--- config.mk ---
export PLATFORM = sky130hd
export DESIGN_NAME = adder_n_fifo_flat
export DESIGN_NICKNAME = d
export VERILOG_FILES = /design/src/rtl/adder_n_fifo_if.sv /design/src/rtl/adder_n_fifo.sv /design/src/flat_wrapper.sv
export SDC_FILE = /design/constraint.sdc
export NUM_CORES = 1
export LEC_CHECK = 0
export CAP_MARGIN = 20
export CORE_ASPECT_RATIO = 0.7
export CORE_UTILIZATION = 45
export CTS_CLUSTER_SIZE = 16
export DETAILED_ROUTE_END_ITERATION = 10
export PLACE_DENSITY = 0.69
export SYNTH_ARGS = -nofsm -noshare
export SYNTH_HDL_FRONTEND = slang
export SYNTH_SLANG_ARGS = --single-unit
--- constraint.sdc ---
create_clock -name clk -period 9.6 [get_ports clk]
set_input_delay 0.96 -clock clk [delete_from_list [all_inputs] [get_ports clk]]
set_output_delay 0.96 -clock clk [all_outputs]
set_load 0.05 [all_outputs]
--- src/rtl/adder_n_fifo_if.sv ---
// adder_n_fifo_if: per-channel input streams, summed output stream and status of the N-channel adder
interface adder_n_fifo_if #(
  parameter int DW = 16,
  parameter int NUM_IN = 4,
  parameter int CW = 5
);
  logic [NUM_IN*DW-1:0] in_data;
  logic [NUM_IN-1:0] in_valid;
  logic [NUM_IN-1:0] in_ready;
  logic [DW-1:0] s_data;
  logic s_valid;
  logic s_ready;
  logic [CW-1:0] out_count;
  logic ovf;
  modport master (
    output in_data, in_valid, s_ready,
    input in_ready, s_data, s_valid, out_count, ovf
  );
  modport slave (
    input in_data, in_valid, s_ready,
    output in_ready, s_data, s_valid, out_count, ovf
  );
endinterface

--- src/rtl/adder_n_fifo.sv ---
// adder_n_fifo: N-channel buffered adder with per-channel input FIFOs, a joined sum and an output FIFO
module adder_n_fifo #(
  parameter int DW = 16,
  parameter int NUM_IN = 4,
  parameter int FIFO_DEPTH = 16,
  parameter int SAT = 0
) (
  input logic clk,
  input logic rstn,
  adder_n_fifo_if.slave bus
);
  localparam int AW = $clog2(FIFO_DEPTH);
  localparam int CW = $clog2(FIFO_DEPTH + 1);
  localparam int SW = DW + $clog2(NUM_IN);
  localparam logic [CW-1:0] FULL = CW'(FIFO_DEPTH);
  localparam logic [DW-1:0] MAX = {DW{1'b1}};
  logic [DW-1:0] mem [NUM_IN][FIFO_DEPTH];
  logic [DW-1:0] omem [FIFO_DEPTH];
  logic [NUM_IN-1:0][AW-1:0] wr, rd;
  logic [NUM_IN-1:0][CW-1:0] cnt, cnt_nx;
  logic [NUM_IN-1:0] rdy, push, nonempty;
  logic [AW-1:0] owr, ord;
  logic [CW-1:0] ocnt, ocnt_nx;
  logic [SW-1:0] acc;
  logic [DW-1:0] sum;
  logic join_en, pop, over, ovf, valid;
  // join decision uses only registered counts, so an output pop cannot unblock a full output FIFO
  always_comb begin
    acc = '0;
    nonempty = '0;
    cnt_nx = '0;
    for (int i = 0; i < NUM_IN; i++) begin
      nonempty[i] = cnt[i] != '0;
      acc = acc + SW'(mem[i][rd[i]]);
    end
    join_en = (&nonempty) && (ocnt < FULL);
    for (int i = 0; i < NUM_IN; i++)
      cnt_nx[i] = cnt[i] + CW'(push[i]) - CW'(join_en);
    over = acc > SW'(MAX);
    sum = (SAT != 0 && over) ? MAX : acc[DW-1:0];
  end
  assign push = bus.in_valid & bus.in_ready;
  assign valid = ocnt != '0;
  assign pop = valid & bus.s_ready;
  assign ocnt_nx = ocnt + CW'(join_en) - CW'(pop);
  assign bus.in_ready = rdy & {NUM_IN{rstn}};
  assign bus.s_valid = valid;
  assign bus.s_data = valid ? omem[ord] : '0;
  assign bus.out_count = ocnt;
  assign bus.ovf = ovf;
  always_ff @(posedge clk) begin
    for (int i = 0; i < NUM_IN; i++)
      if (push[i]) mem[i][wr[i]] <= bus.in_data[i*DW +: DW];
    if (join_en) omem[owr] <= sum;
  end
  always_ff @(posedge clk) begin
    if (!rstn) begin
      wr <= '0;
      rd <= '0;
      cnt <= '0;
      rdy <= '0;
      owr <= '0;
      ord <= '0;
      ocnt <= '0;
      ovf <= 1'b0;
    end else begin
      for (int i = 0; i < NUM_IN; i++) begin
        if (push[i]) wr[i] <= wr[i] + 1'b1;
        if (join_en) rd[i] <= rd[i] + 1'b1;
        rdy[i] <= cnt_nx[i] < FULL;
      end
      cnt <= cnt_nx;
      if (join_en) owr <= owr + 1'b1;
      if (pop) ord <= ord + 1'b1;
      ocnt <= ocnt_nx;
      ovf <= ovf | (join_en & over);
    end
  end
endmodule

--- src/flat_wrapper.sv ---
// flat-port wrapper written by rule: the top's interface ports become plain ports
module adder_n_fifo_flat 
#(
  parameter int DW = 16,
  parameter int NUM_IN = 4,
  parameter int FIFO_DEPTH = 16,
  parameter int SAT = 0
)
  (clk, rstn, bus_in_data, bus_in_valid, bus_s_ready, bus_in_ready, bus_s_data, bus_s_valid, bus_out_count, bus_ovf);
  adder_n_fifo_if #(.DW(DW), .NUM_IN(NUM_IN), .CW(5)) bus_i ();
  input logic clk;
  input logic rstn;
  input wire logic [$bits(bus_i.in_data)-1:0] bus_in_data;
  input wire logic [$bits(bus_i.in_valid)-1:0] bus_in_valid;
  input wire logic [$bits(bus_i.s_ready)-1:0] bus_s_ready;
  output wire logic [$bits(bus_i.in_ready)-1:0] bus_in_ready;
  output wire logic [$bits(bus_i.s_data)-1:0] bus_s_data;
  output wire logic [$bits(bus_i.s_valid)-1:0] bus_s_valid;
  output wire logic [$bits(bus_i.out_count)-1:0] bus_out_count;
  output wire logic [$bits(bus_i.ovf)-1:0] bus_ovf;
  assign bus_i.in_data = bus_in_data;
  assign bus_i.in_valid = bus_in_valid;
  assign bus_i.s_ready = bus_s_ready;
  assign bus_in_ready = bus_i.in_ready;
  assign bus_s_data = bus_i.s_data;
  assign bus_s_valid = bus_i.s_valid;
  assign bus_out_count = bus_i.out_count;
  assign bus_ovf = bus_i.ovf;
  adder_n_fifo #(.DW(DW), .NUM_IN(NUM_IN), .FIFO_DEPTH(FIFO_DEPTH), .SAT(SAT)) u_core (.clk(clk), .rstn(rstn), .bus(bus_i));
endmodule
# Yosys cells after proc, flatten, opt, wreduce, memory -nomap -nowiden
# Memories as Yosys holds them, arrays and structs flattened. A register that Yosys moved wholly into a read port is not among the register bits.
# Cells that the tools add are included.
[classes]
addsub = 23
order_cmp = 18
muxes = 33
bitwise_logic = 13
reduce_logical = 11
[ops]
columns = ["operator", "n"]
rows = [
  ["256-bit two-way mux", 4],
  ["16-bit binary-select mux with 4-bit select", 4],
  ["16-bit demux with 4-bit select", 4],
  ["16-bit two-way mux", 13],
  ["4-bit by 1-bit adder with 4-bit output, second input constant", 10],
  ["5-bit greater-or-equal comparator, second input constant", 8],
  ["4-bit inverter with 5-bit output", 8],
  ["18-bit by 16-bit adder with 18-bit output", 2],
  ["5-bit by 1-bit adder with 5-bit output", 5],
  ["5-bit less-than comparator, second input constant", 5],
  ["5-bit nonzero test", 5],
  ["5-bit by 1-bit subtractor with 5-bit output", 5],
  ["5-bit by 1-bit less-than comparator with 1-bit output, second input constant", 4],
  ["18-bit by 16-bit > comparator with 1-bit output, second input constant", 1],
  ["16-bit by 16-bit adder with 17-bit output", 1],
  ["4-bit bitwise AND", 2],
  ["4-bit two-way mux", 2],
  ["1-bit two-way mux", 6],
  ["1-bit logical AND", 5],
  ["4-bit AND reduction", 1],
  ["1-bit bitwise AND", 2],
  ["1-bit bitwise OR", 1],
]
[word_totals]
register_bits = 70
ram_bits = 1280
input_bits = 71
out_inout_bits = 27
mem_count = 2
[mem_list]
columns = ["name", "words", "width", "rd", "rd_clocked_by_memory_dff", "write_ports", "line_no", "rtl"]
rows = [
  ["u_core.mem", 4, 256, 4, 0, 4, "adder_n_fifo.sv:17", "logic [DW-1:0] mem [NUM_IN][FIFO_DEPTH];"],
  ["u_core.omem", 16, 16, 1, 1, 1, "adder_n_fifo.sv:18", "logic [DW-1:0] omem [FIFO_DEPTH];"],
]

# Longest topological paths before layout
# Gate-level depths: netlist of run 1.
[depth]
word_depth = 10
mapped_depth = 20
mapped_depth_nobuf = 18

# Least setup slack after synthesis of run 1
# No wires, ideal clock.
[synth_timing]
kind = "register to register"
from = "register u_core.rd[4] (netlist bit)"
to = "memory u_core.omem[0][15] (data pin)"
setup_ns = 0.297
t_arrival_ns = 5.645
slack_ns = 3.658
stages_incl_launch_ff = 21
path_buffers = 2
period_less_slack_ns = 5.942
path_cell_list = "dfxtp_1 buf_2 buf_2 mux4_2 mux4_2 ha_1 fa_1 a21o_1 a221o_1 a21o_1 a21oi_1 xor2_1 fa_1 inv_1 ha_1 nand2_1 o21ai_0 o21ai_0 o21ai_0 a21boi_0 xnor2_1"
[synth_between]
elab_chain_cells = 7
[synth_lines]
columns = ["element", "line_no", "rtl"]
rows = [
  ["from (decl)", "adder_n_fifo.sv:19", "logic [NUM_IN-1:0][AW-1:0] wr, rd;"],
  ["from (signal, indexed assignment)", "adder_n_fifo.sv:69", "if (join_en) rd[i] <= rd[i] + 1'b1;"],
  ["4-bit inverter with 5-bit output (not written as such)", "adder_n_fifo.sv:34", "acc = acc + SW'(mem[i][rd[i]]);"],
  ["16-bit binary-select mux with 4-bit select", "adder_n_fifo.sv:34", ""],
  ["16-bit two-way mux (not written as such) (2 in a row)", "adder_n_fifo.sv:34", ""],
  ["16-bit by 16-bit adder with 17-bit output", "adder_n_fifo.sv:34", ""],
  ["18-bit by 16-bit adder with 18-bit output (2 in a row)", "adder_n_fifo.sv:34", ""],
  ["via u_core.acc[15]", "adder_n_fifo.sv:24", "logic [SW-1:0] acc;"],
  ["to (decl)", "adder_n_fifo.sv:18", ""],
]
# The timed path passes the listed nets, and every way through them passes these cells. The select of a mux whose other input is x is not followed.

# Worst setup path after layout of run 1
[layout_timing]
from = "register u_core.rd[1] (netlist bit)"
to = "memory u_core.omem[3][14] (data pin)"
# The elaborated chain is that of the path after synthesis.

==> results of run 1 <==
## through the flow
stage / util [%] / area, um2
5_1_grt: 52.05 / 62200
3_3_place_gp: 48.08 / 57460
4_1_cts: 51.79 / 61890
3_5_place_dp: 48.17 / 57560
6_report: 52.06 / 62210
2_1_floorplan: - / 54260
## per-layer routing
layer  vias up  GRT usage [%]
met3       167          3.540
met2       918          31.42
met4        14          5.999
met1     13590          28.21
li1      10820              -
met5         -              0
## power by group through the flow
stage                     combinational [mW]  sequential, mW  clock [mW]
after floorplan                         4.68            8.90           0
after global placement                  6.32            9.08           0
after detailed placement                6.79            9.11           0
after CTS                               6.81            8.98        5.26
after global routing                    7.75            8.96        5.46
final                                   7.14            8.92        5.16
## final cells by class
type,count,share of cell area (%)
Antenna cell,6,0.02414
Clock buffer,165,5.621
Clock inverter,73,1.333
Inverter,112,0.6758
Multi-Input combinational cell,967,21.63
Sequential cell,1354,64.21
Tap cell,1620,3.258
Timing Repair Buffer,210,3.248
## logic make-up after synthesis
group,count (synthesis),share of synthesized area (%)
XOR/XNOR,73,1.178
AND/OR/NAND/NOR,291,2.924
multiplexers,406,16.71
adder cells (fa/ha/maj),110,2.855
AO/OA/AOI/OAI,87,1.056
flip-flops,1354,73.57
buffers and inverters,220,1.702
## synthesized netlist by cell type (16+ instances only)
cell type	number
edfxtp_1	1280
mux4_2	400
and2_1	119
inv_1	109
ha_1	87
dfxtp_1	74
clkbuf_1	54
nor2_1	54
xnor2_1	50
nand2_1	40
a21oi_1	30
buf_2	24
fa_1	23
xor2_1	23
buf_1	18
a21o_1	16
nor2b_1	16
o21ai_0	16
## sequential cells by signal, summed over array words and instances, names as in the netlist, named ones only
| name | cells |
|---|---|
| u_core.bus.out_count | 5 |
| u_core.bus.ovf | 1 |
| u_core.cnt | 20 |
| u_core.mem | 1024 |
| u_core.omem | 256 |
| u_core.ord | 4 |
| u_core.owr | 4 |
| u_core.rd | 16 |
| u_core.rdy | 4 |
| u_core.wr | 16 |
## cells in the final DEF, fill, tap and decap left out, drive strengths merged, types with 5 or more instances in the layout
cell type	Yosys	layout
bufinv	0	12
clkinv	3	54
nand4	12	12
edfxtp	1280	1280
nor2	54	54
or3	5	5
inv	109	117
mux2i	6	6
and2	119	119
nand2b	5	5
mux4	400	400
dfxtp	74	74
buf	54	113
fa	23	23
nand2	40	40
ha	87	87
a21oi	30	30
o21ai	16	16
clkbuf	54	166
diode	0	6
xnor2	50	50
nor3	14	14
nor2b	16	16
xor2	23	23
a21o	16	16
clkdlybuf4s50	0	96
and3	11	11
## worst paths after layout
path	from	endpoint	slack, ps	cells after the start
worst min-delay path	u_core.wr[5]$_SDFFE_PN0P_	u_core.wr[5]$_SDFFE_PN0P_	520	2
worst min register to register	u_core.wr[5]$_SDFFE_PN0P_	u_core.wr[5]$_SDFFE_PN0P_	520	2
worst max-delay path	u_core.rd[1]$_SDFFE_PN0P_	u_core.omem[3][14]$_DFFE_PP_	2370	17
worst max register to register	u_core.rd[1]$_SDFFE_PN0P_	u_core.omem[3][14]$_DFFE_PP_	2370	17
## worst max-delay path, cell delays in order (launching register included)
cell and delay [ps]:
dfxtp_2 680, buf_4 640, mux4_2 410, mux4_2 540, ha_1 370, a21o_1 190
a31oi_1 190, a21oi_1 130, o41ai_1 890, xnor2_1 220, fa_1 580, inv_1 50
ha_1 360, a21oi_1 150, o21ai_0 160, or3_1 350, o22a_1 220, xor2_1 760
==> impl_metrics.py, run 1 <==
metrics = {
    "timing": {
        "setup_viol": 0,
        "fmax_mhz": 138.2,
        "finalSetupTns_ps": 0,
        "timing.final.ws_setup_ps": 2365,
        "whs_ps": 515.1,
        "worst_slew_pin_slew_ps": 1151,
        "fin_crit_ps": 7235,
        "relSlewSlack_pct": 23.27,
        "period_share_pct": 75.36,
        "hold_viol_final": 0,
        "rsz0062_at_grt": "no",
        "fin_skew_ps": 44.29,
        "finalMaxSlewViolations": 0,
    },
    "die": {
        "core_mm2": 0.1195,
        "dieArea_mm2": 0.1220,
        "ios": 98,
        "die_x_um": 417.0,
        "start_util_pct": 45.41,
        "die_y_um": 292.5,
        "rows": 106,
    },
    "pwr": {
        "share_comb_of_total_power_pct": 33.6,
        "ir_drop_uv": 597.8,
        "p_leak_nw": 19.70,
        "p_total_mw": 21.21,
        "swShare_pct": 32.33,
        "p_per_area_mw_per_mm2": 341.0,
        "pwr-share-clk_pct": 24.3,
        "p_switching_mw": 6.858,
        "internal-power_mw": 14.35,
        "seqPwrFrac_pct": 42.0,
    },
    "detailed_routing": {
        "wl_met2_mm": 57.71,
        "wl_met1_mm": 50.84,
        "vias": 25510,
        "routed_via_density": 5.660,
        "drc_errors": 0,
        "postRouteAntennaNets": 0,
        "drtIter0Drc": 3169,
        "highest_layer": "met5",
        "routedWlPerCell_um": 26.46,
        "wl_met3_mm": 8.219,
        "drt_pass1_iterations": 5,
        "finalWirelength_mm": 119.3,
    },
    "worst_setup_path": {
        "cp.arrival_ps": 7640,
        "critPathMaxFanout": 47,
        "criticalPathCategory": "reg2reg",
        "required_ps": 10000,
        "worst_setup_path_start_kind": "register",
        "worst_setup_path_end_kind": "register",
    },
    "synthesis": {
        "yosysSeqAreaShare_pct": 73.57,
        "syn_area_mm2": 0.05426,
        "async_flop_share_pct": 0,
        "ys_warn_count": 0,
        "synthCells": 2541,
        "yosys.area.top_type_share_pct": 70.84,
        "yosys-top-cells-area": "edfxtp_1 71%, mux4_2 17%, dfxtp_1 2.7%",
        "ys.flop_type": "edfxtp_1",
        "syn-num-nets": 2722,
        "synth_cell_type_count": 47,
        "syn_avg_cell_area_um2": 21.35,
        "synth_area_leader_cell": "edfxtp_1",
        "synth_edf_count": 1280,
        "ys_ff_latch": 1354,
    },
    "finish": {
        "multi_input_area_mm2": 0.01346,
        "area_delta_synth_final_pct": 14.65,
        "finalNonFillerCells": 4507,
        "drive_above_1_share_pct": 25.16,
        "fill_cells": 9023,
        "regArea_mm2": 0.03994,
        "final_nets": 2957,
    },
    "grt": {
        "grt_max_degree": 77,
        "overflow": 0,
        "grt_pass1_wl_mm": 176.0,
        "grt_usage_pct": 19.82,
        "grt_pass1_vias": 26430,
        "antenna_found_initial": 12,
    },
    "job": {
        "cap_violations": 0,
    },
    "placement": {
        "place_congestion": 0.8142,
        "hpwl_mm": 71.52,
        "dpl.cell_count": 4243,
        "port_buffers": 97,
        "pre_cts_ws_ps": 2317,
    },
    "clock_network": {
        "clock_latency_ps": 770,
        "clockRootBuffer": "clkbuf_16",
        "cts_resized": 0,
        "cts.sinks": 1354,
        "post-cts-setup-buffers": 0,
        "cts.clk_slew.worst_paths_ps": 60,
        "hold_buffers": 0,
        "cts_buffers": 131,
        "clockBufferDepth": 3,
        "cts_tree": "yes",
        "h-tree-depth": 4,
    },
    "outcome": {
        "status": "completed",
    },
    "min_path": {
        "worstHoldPathType": "reg2reg",
    },
}
Power figures use the tool's default switching activity.
==> run 2: changes to the inputs <==
- PLACE_DENSITY: 0.69 -> 0.71
- clock period: 9.6 -> 6.3 ns (I/O delays scaled with it)
==> run 2 against run 1 <==
Net effect:
- the flow now finishes with violations (DRC)
- worst hold slack lost 83 ps
- setup slack lost 2100 ps
- total power grew 53%
- design area shrank 0.15%
- flip-flop and latch count is the same
- critical path depth grew 3
- clock power grew 45%
- non-clock buffer count grew 14
- combinational power grew 61%
==> impl_metrics.py, run 2 (synthesis gave the netlist of run 1 again) <==
metrics = {
    "clock_network": {
        "clockBufferDepth": 3,
        "cts.sinks": 1354,
        "cts_tree": "yes",
        "clockRootBuffer": "clkbuf_16",
        "cts.clk_slew.worst_paths_ps": 60,
        "hold_buffers": 0,
        "cts_buffers": 131,
        "clock_latency_ps": 760,
        "h-tree-depth": 4,
    },
    "grt": {
        "use_met3_pct": 4.057,
        "grt_pass1_wl_mm": 176.6,
        "busiest_layer": "met2",
        "overflow": 0,
        "grt_max_degree": 68,
        "grt_usage_pct": 19.91,
        "grt_util_met2_pct": 31.15,
        "grt_pass1_vias": 26740,
        "antenna_found_initial": 13,
        "gr-usage-met1_pct": 28.40,
    },
    "detailed_routing": {
        "drtIter0Drc": 3166,
        "postRouteAntennaNets": 0,
        "routedWlPerCell_um": 26.54,
        "routed_via_density": 5.747,
        "vias": 25960,
        "drt_pass1_iterations": 10,
        "drc_errors": 3,
        "finalWirelength_mm": 119.9,
    },
    "timing": {
        "relSlewSlack_pct": 23.36,
        "period_share_pct": 95.11,
        "worst_slew_pin_slew_ps": 1150,
        "finalSetupTns_ps": 0,
        "timing.final.ws_setup_ps": 307.9,
        "finalMaxSlewViolations": 0,
        "fmax_mhz": 166.9,
        "setup_viol": 0,
        "fin_crit_ps": 5992,
        "hold_viol_final": 0,
        "fin_skew_ps": 38.93,
        "rsz0062_at_grt": "no",
        "whs_ps": 431.9,
    },
    "finish": {
        "drive_above_1_share_pct": 25.38,
        "layout_common_cells": "1280 x edfxtp_1, 400 x mux4_2, 135 x clkbuf_16",
        "final_common_cell": "edfxtp_1",
        "multi_input_area_mm2": 0.01351,
        "final_util_pct": 51.98,
        "final_nets": 2971,
        "largest_reg_flops": 1024,
        "area_delta_synth_final_pct": 14.48,
        "fill_cells": 9023,
        "regArea_mm2": 0.03994,
    },
    "placement": {
        "place_congestion": 0.8368,
        "port_buffers": 97,
        "pre_cts_ws_ps": -107.5,
        "hpwl_mm": 72.95,
    },
    "die": {
        "ios": 98,
        "rows": 106,
        "die_y_um": 292.5,
        "dieArea_mm2": 0.1220,
        "die_x_um": 417.0,
        "core_mm2": 0.1195,
        "start_util_pct": 45.41,
    },
    "outcome": {
        "status": "finished with violations",
        "failed_checks": "DRC",
    },
    "worst_setup_path": {
        "worst_setup_path_start_kind": "register",
        "criticalPathCategory": "reg2reg",
        "worst_setup_path_end_kind": "register",
        "critPathMaxFanout": 16,
        "ff2ff_setup_slack_ps": 310,
        "reg2reg_depth": 20,
        "required_ps": 6780,
        "cp.arrival_ps": 6470,
        "reg2reg_to": "u_core.omem[0][14]$_DFFE_PP_",
        "endpoint": "u_core.omem[0][14]$_DFFE_PP_",
        "r2r-start": "u_core.rd[4]$_SDFFE_PN0P_",
        "cp-startpoint": "u_core.rd[4]$_SDFFE_PN0P_",
    },
    "pwr": {
        "ir_drop_uv": 1033,
        "p_leak_nw": 19.67,
        "p_per_area_mw_per_mm2": 523.4,
        "p_total_mw": 32.51,
    },
    "min_path": {
        "min_path_cells": 3,
        "worstHoldPathType": "in2reg",
    },
    "job": {
        "cap_violations": 0,
    },
}
==> run 2: changes by cell type in the layout (fill, tap and decap cells not counted), sizes merged <==
| cell | delta |
|---|---|
| clkinv | -3 |
| inv | -1 |
| bufinv | -8 |
| diode | -2 |
| clkinvlp | +1 |
| clkbuf | +7 |
| buf | +15 |
==> run 2: metrics by stage <==
stage | std cells | cell area [um2]
2_1_floorplan | 2541 | 54260
4_1_cts | 4502 | 61890
3_3_place_gp | 4265 | 57750
6_report | 4516 | 62110
3_5_place_dp | 4267 | 57780
5_1_grt | 4514 | 62110
==> run 2: final cells by class <==
| class | instances | area share [%] |
|---|---|---|
| antenna | 4 | 0.01612 |
| clock buffer | 173 | 5.797 |
| clock inverter | 62 | 0.7856 |
| inverter | 112 | 0.6768 |
| multi-input combinational | 967 | 21.74 |
| sequential | 1354 | 64.31 |
| tap | 1620 | 3.263 |
| timing repair buffer | 224 | 3.408 |
==> run 2: where the power goes <==
| part | switching, mW | internal (mW) | leakage (nW) |
|---|---|---|---|
| clock network | 3.29 | 4.21 | 2.00 |
| registers | 0.339 | 13.2 | 12.1 |
| logic | 6.90 | 4.57 | 5.56 |
==> run 2: worst max-delay path, stage by stage (launching register included) <==
cell and delay (ps):
dfxtp_4 480, buf_4 310, mux4_2 530, mux4_2 530, ha_1 390, a21o_1 200
a31oi_1 200, nand2_1 150, a21o_1 210, a21oi_1 160, xor2_1 340, fa_1 450
inv_1 70, ha_1 270, a21o_1 190, or3_1 330, o211ai_1 220, nor2_1 110
o22a_1 250, xor2_4 180, buf_12 150
==> run 2: routing by layer <==
layer | wire (um) | share of wire, %
met1 | 50150 | 42
met2 | 57420 | 48
met3 | 9600 | 8.0
met4 | 2573 | 2.1
met5 | 115 | 0.096
==> run 2: how the worst min path moves through the flow <==
stage | from | endpoint | slack [ps]
floorplan | u_core.wr[13]$_SDFFE_PN0P_ | u_core.wr[13]$_SDFFE_PN0P_ | 480
global placement | u_core.wr[13]$_SDFFE_PN0P_ | u_core.wr[13]$_SDFFE_PN0P_ | 500
detailed placement | u_core.wr[13]$_SDFFE_PN0P_ | u_core.wr[13]$_SDFFE_PN0P_ | 510
CTS | rstn | u_core.cnt[9]$_SDFF_PN0_ | 370
global route | rstn | u_core.wr[1]$_SDFFE_PN0P_ | 430
finish | rstn | u_core.wr[1]$_SDFFE_PN0P_ | 430
==> run 2: what timing repair did <==
| item | 4_1_cts | 5_1_grt |
|---|---|---|
| cloned | 0 | 0 |
| hold endpoints to repair | 0 | 0 |
| gates resized for setup | 2 | 5 |
| buffers inserted | 0 | 1 |
| setup endpoints to repair | 32 | 32 |
